**config.mk**
```make
export PLATFORM = sky130hd
export DESIGN_NAME = mem_map_mst
export DESIGN_NICKNAME = d
export VERILOG_FILES = /design/src/rtl/mem_map_pkg.sv /design/src/rtl/mm_tmo_cnt.sv /design/src/rtl/reg_we.sv /design/src/rtl/mem_map_mst.sv
export SDC_FILE = /design/constraint.sdc
export NUM_CORES = 1
export LEC_CHECK = 0
export CAP_MARGIN = 20
export CORE_MARGIN = 1.5
export CORE_UTILIZATION = 46
export DETAILED_ROUTE_END_ITERATION = 8
export PLACE_DENSITY = 0.82
export SLEW_MARGIN = 10
export SYNTH_ARGS = -nofsm -noshare
export SYNTH_HDL_FRONTEND = slang
export SYNTH_HIERARCHICAL = 1
export SYNTH_SLANG_ARGS = --single-unit
```
**constraint.sdc**
```tcl
create_clock -name clk -period 3.2 [get_ports clk]
set_input_delay 0.96 -clock clk [delete_from_list [all_inputs] [get_ports clk]]
set_output_delay 0.96 -clock clk [all_outputs]
set_load 0.02 [all_outputs]
```
**src/rtl/mem_map_pkg.sv**
```systemverilog
// Shared types and defaults for the Avalon-MM command master.
package mem_map_pkg;

    typedef enum logic [1:0] {
        IDLE    = 2'd0,
        BUS     = 2'd1,
        WAIT_RD = 2'd2,
        RESP    = 2'd3
    } mm_state_t;

    localparam int unsigned MM_ADDR_W  = 32;
    localparam int unsigned MM_DATA_W  = 32;
    localparam int unsigned MM_TIMEOUT = 256;

    // A disabled timeout (0) still needs a 1-bit counter to stay legal.
    function automatic int unsigned tmo_cnt_w(input int unsigned tmo);
        return (tmo == 0) ? 1 : $clog2(tmo + 1);
    endfunction

endpackage

```
**src/rtl/mm_tmo_cnt.sv**
```systemverilog
// Clearable, enabled timeout counter; tc flags the last permitted cycle.
module mm_tmo_cnt
    import mem_map_pkg::*;
#(
    parameter int unsigned TIMEOUT = MM_TIMEOUT
) (
    input  logic clk,
    input  logic rstn,
    input  logic clr,
    input  logic en,
    output logic tc
);

    localparam int unsigned CW = tmo_cnt_w(TIMEOUT);

    logic [CW-1:0] cnt;

    always_ff @(posedge clk or negedge rstn) begin
        if (!rstn)
            cnt <= '0;
        else if (clr)
            cnt <= '0;
        else if (en)
            cnt <= cnt + CW'(1);
    end

    generate
        if (TIMEOUT == 0) begin : g_off
            assign tc = 1'b0;
        end else begin : g_on
            assign tc = en && (cnt == CW'(TIMEOUT - 1));
        end
    endgenerate

endmodule

```
**src/rtl/reg_we.sv**
```systemverilog
// Enable register with asynchronous active-low clear.
module reg_we #(
    parameter int unsigned W = 1
) (
    input  logic         clk,
    input  logic         rstn,
    input  logic         en,
    input  logic [W-1:0] d,
    output logic [W-1:0] q
);

    always_ff @(posedge clk or negedge rstn) begin
        if (!rstn)
            q <= '0;
        else if (en)
            q <= d;
    end

endmodule

```
**src/rtl/mem_map_mst.sv**
```systemverilog
// Avalon-MM master: one outstanding read or write per command, with
// waitrequest stalls, optional readdatavalid returns and a bus timeout.
module mem_map_mst
    import mem_map_pkg::*;
#(
    parameter int unsigned ADDR_W  = MM_ADDR_W,
    parameter int unsigned DATA_W  = MM_DATA_W,
    parameter int unsigned USE_RDV = 1,
    parameter int unsigned TIMEOUT = MM_TIMEOUT
) (
    input  logic                clk,
    input  logic                rstn,
    input  logic                cmd_valid,
    output logic                cmd_ready,
    input  logic                cmd_we,
    input  logic [ADDR_W-1:0]   cmd_addr,
    input  logic [DATA_W-1:0]   cmd_wdata,
    input  logic [DATA_W/8-1:0] cmd_be,
    output logic                rsp_valid,
    output logic [DATA_W-1:0]   rsp_rdata,
    output logic                rsp_err,
    output logic [ADDR_W-1:0]   address,
    output logic [DATA_W-1:0]   writedata,
    output logic [DATA_W/8-1:0] byteenable,
    output logic                write,
    output logic                read,
    input  logic [DATA_W-1:0]   readdata,
    input  logic                waitrequest,
    input  logic                readdatavalid
);

    localparam int unsigned BE_W  = DATA_W / 8;
    localparam int unsigned LAT_W = 1 + ADDR_W + DATA_W + BE_W;

    mm_state_t state, state_nx;
    logic      accept;
    logic      lat_we;
    logic      tmo_tc;
    logic      we_nx;

    assign cmd_ready = (state == IDLE);
    assign accept    = cmd_valid && cmd_ready;

    // The latch outputs are the Avalon address/data/byteenable themselves,
    // so they stay frozen for the whole transfer.
    reg_we #(.W(LAT_W)) u_lat (
        .clk (clk),
        .rstn(rstn),
        .en  (accept),
        .d   ({cmd_we, cmd_addr, cmd_wdata, cmd_be}),
        .q   ({lat_we, address, writedata, byteenable})
    );

    mm_tmo_cnt #(.TIMEOUT(TIMEOUT)) u_tmo (
        .clk (clk),
        .rstn(rstn),
        .clr (accept),
        .en  ((state == BUS) || (state == WAIT_RD)),
        .tc  (tmo_tc)
    );

    always_comb begin
        state_nx = state;
        case (state)
            IDLE:    if (accept) state_nx = BUS;
            BUS: begin
                if (!waitrequest)
                    state_nx = (lat_we || USE_RDV == 0) ? RESP : WAIT_RD;
                else if (tmo_tc)
                    state_nx = RESP;
            end
            WAIT_RD: if (readdatavalid || tmo_tc) state_nx = RESP;
            RESP:    state_nx = IDLE;
            default: state_nx = IDLE;
        endcase
    end

    // Direction for the strobe in the next cycle: fresh command or latched one.
    assign we_nx = accept ? cmd_we : lat_we;

    always_ff @(posedge clk or negedge rstn) begin
        if (!rstn) begin
            state     <= IDLE;
            read      <= 1'b0;
            write     <= 1'b0;
            rsp_valid <= 1'b0;
            rsp_err   <= 1'b0;
            rsp_rdata <= '0;
        end else begin
            state     <= state_nx;
            read      <= (state_nx == BUS) && !we_nx;
            write     <= (state_nx == BUS) && we_nx;
            rsp_valid <= (state_nx == RESP);
            rsp_err   <= 1'b0;
            if (state_nx == RESP) begin
                rsp_rdata <= '0;
                // An accept or readdatavalid in the terminal cycle beats the timeout.
                if (state == BUS && !waitrequest) begin
                    if (!lat_we && USE_RDV == 0)
                        rsp_rdata <= readdata;
                end else if (state == WAIT_RD && readdatavalid) begin
                    rsp_rdata <= readdata;
                end else begin
                    rsp_err <= 1'b1;
                end
            end
        end
    end

endmodule

```
==> out/qor.txt <==
Slowest-stage cell, CP: clkdlybuf4s50_1
Core Region: 0.01028 mm²
R2R cell count: 8
final hold vios: 0
IO Port Bufs: 210
total wire length: 12,490 µm
Seq/Total Area, Yosys: 59.95%
Final WS setup: 0.3262 ns
grt met3 use: 6.308%
Power, Total: 8.586 mW
Max Slew Vio Count: 0
synthesized instance count: 360
Die Height: 105.6 µm
Slew HR: 64.77%
clk sinks: 116
status: finished, final reports clean
Worst Path Arrival: 1.91 ns
Final Critical Period: 2.874 ns
Initial DRT Pass Iterations: 6
first-pass GRT wire length: 20,020 µm
crit path max fanout: 4
number of routed nets with antenna violations: 0
Area growth syn-to-layout: 58.04%
Final period util: 89.81%
crit-path max cell delay: 0.63 ns
met1 Usage GRT: 26.13%
WL per Instance: 17.18 µm
number of gates resized after CTS: 0
FF-to-FF Start: state[1]
Diodes inserted: 0
worst path required time: 2.24 ns
Post-route DRC: 0
RSZ-0062 raised after global routing: false
CP Launch Type: flop
critical path launch point: state[1]
final setup fails: 0
GRT Max-Usage Layer: met2
CTS hold repair buffers: 0
CTS tree: built
Finished Cell Area: 0.007652 mm²
synth warn: 6
worst hold slack: 0.4737 ns
Worst Max-Slew Pin Slew: 0.5285 ns
Row Count: 37
post-DP HPWL: 8818 µm
P_leak: 3.203 nW
CTS Buf Count: 17
pre-CTS setup slack: 0.5705 ns
IO Count: 211
post-route setup TNS: 0 ns
Initial Util: 47.11%
Worst-Skew Late Latency: 0.50 ns
Setup Skew: 0.007910 ns
Post-DP Area: 0.007043 mm²
nets: 690
maximum clock frequency: 348.0 MHz
die width: 105.6 µm
gpl congestion: 0.7924
post-synth net total: 472
crit-path leading delay family: buffers and inverters
fraction of layout cells with a size suffix above 1: 18.95%
worst vdd ir: 0.6206 mV
grt total ovfl: 0
Synth Area per Inst: 13.45 µm²
vias in the first global route: 3,930
Worst Hold Class: primary input to asynchronous set/reset pin
Tot GR Track Use: 23.34%
Post CTS Setup Buffer Count: 0
Max Cap Viol: 0
crit end category: output pin
critical setup path kind: flop to output pin
root cell of the clock tree: clkbuf_8
clock transition at the registers of the reported paths: 0.06 ns
Vias/cell: 4.857
pwr dens: 1122 mW/mm²
H-tree levels: 4
met2 Usage GRT: 40.57%
Synth Register Bits: 116
WP depth: 3
DRT iter0 DRCs: 148
detailed-route via count: 3,531
die area: 0.01115 mm²
WP buf/inv: 2
Netlist cell types: 33
antenna violations before repair: 0
Post-Synthesis Cell Area: 0.004842 mm²
CP Cell Sequence: inv_1 -> ha_1 -> clkdlybuf4s50_1
largest net degree at the start of global routing: 75
Bufs on Longest Clock Path: 2
[logic make-up after synthesis]
group	synth area share [%]
AO/OA/AOI/OAI	1.835
adder cells (fa/ha/maj)	1.550
AND/OR/NAND/NOR	6.098
flip-flops	59.95
multiplexers	23.85
XOR/XNOR	0.7236
buffers and inverters	5.995
[registers in the layout, indices dropped and copies added, names as in the netlist]
| register | count |
|---|---|
| read | 1 |
| state | 2 |
| rsp_err | 1 |
| rsp_valid | 1 |
| rsp_rdata | 32 |
| u_tmo/cnt | 9 |
| u_lat/q | 69 |
| write | 1 |
[per-stage QoR]
stage | std cells | util, %
after detailed placement | 695 | 68.53
after floorplan | 360 | -
after global placement | 695 | 68.53
final | 727 | 74.46
after global routing | 727 | 74.46
after CTS | 727 | 74.46
[layout by cell type, fill, tap and decap left out, drive strengths merged, types with 6 or more instances in the layout]
cell type,count
clkdlybuf4s50,209
a21oi,6
dfrtp,116
nor2,11
mux2,69
ha,6
clkbuf,21
buf,7
inv,37
mux2i,34
nand2,35
[final timing paths]
kind,end,slack [ns]
min in group clk,u_lat/q[47],0.50
max reg2reg,rsp_rdata[30],0.90
max,cmd_ready,0.33
min,u_lat/q[65],0.47
min reg2reg,u_lat/q[47],0.50
max in group asynchronous,rsp_rdata[30],2.28
[power by group]
part	switching [mW]	internal, mW	leakage (nW)
Clock	0.665	1.25	0.283
Combinational	1.97	2.10	1.47
Sequential	0.418	2.18	1.45
Total	3.06	5.53	3.20
[area by class of cell]
type / instances / area, µm²
Clock inverter: 11 / 150.1
Clock buffer: 21 / 459.2
Sequential cell: 116 / 2903
Timing Repair Buffer: 216 / 2182
Fill cell: 653 / 2625
Inverter: 36 / 135.1
Tap cell: 136 / 170.2
Multi-Input combinational cell: 191 / 1653
[per-layer routing]
| layer | part of all wire [%] | routed length [µm] | vias up |
|---|---|---|---|
| li1 | - | - | 1638 |
| met1 | 37 | 4649 | 1718 |
| met2 | 53 | 6582 | 136 |
| met3 | 6.1 | 757 | 39 |
| met4 | 4.0 | 502 | 0 |
| met5 | 0 | 0 | - |
[synthesized netlist by cell type]
cell type / count / area share, %
xnor2_1: 1 / 0.18
mux2_2: 59 / 14
ha_1: 6 / 1.6
nand2_1: 35 / 2.7
mux2i_1: 34 / 7.0
inv_1: 36 / 2.8
nor3_1: 1 / 0.10
nor3b_1: 1 / 0.16
nand3b_1: 2 / 0.31
buf_6: 3 / 0.70
buf_2: 7 / 0.72
a21oi_1: 6 / 0.62
o211ai_2: 1 / 0.26
xor2_1: 3 / 0.54
o21ai_1: 1 / 0.10
and3b_1: 1 / 0.18
nor2b_1: 1 / 0.13
o2111a_1: 1 / 0.23
o21a_1: 1 / 0.16
clkbuf_1: 3 / 0.23
a211oi_1: 1 / 0.16
o21ai_0: 3 / 0.31
nand4_2: 1 / 0.26
nand3_1: 3 / 0.31
or3_1: 3 / 0.39
nand4_1: 3 / 0.39
dfrtp_1: 116 / 60
buf_12: 3 / 1.2
and2_4: 1 / 0.18
buf_8: 1 / 0.31
nor2_1: 11 / 0.85
mux2_4: 10 / 3.1
and2_1: 1 / 0.13
(Power assumes the default switching activity.)
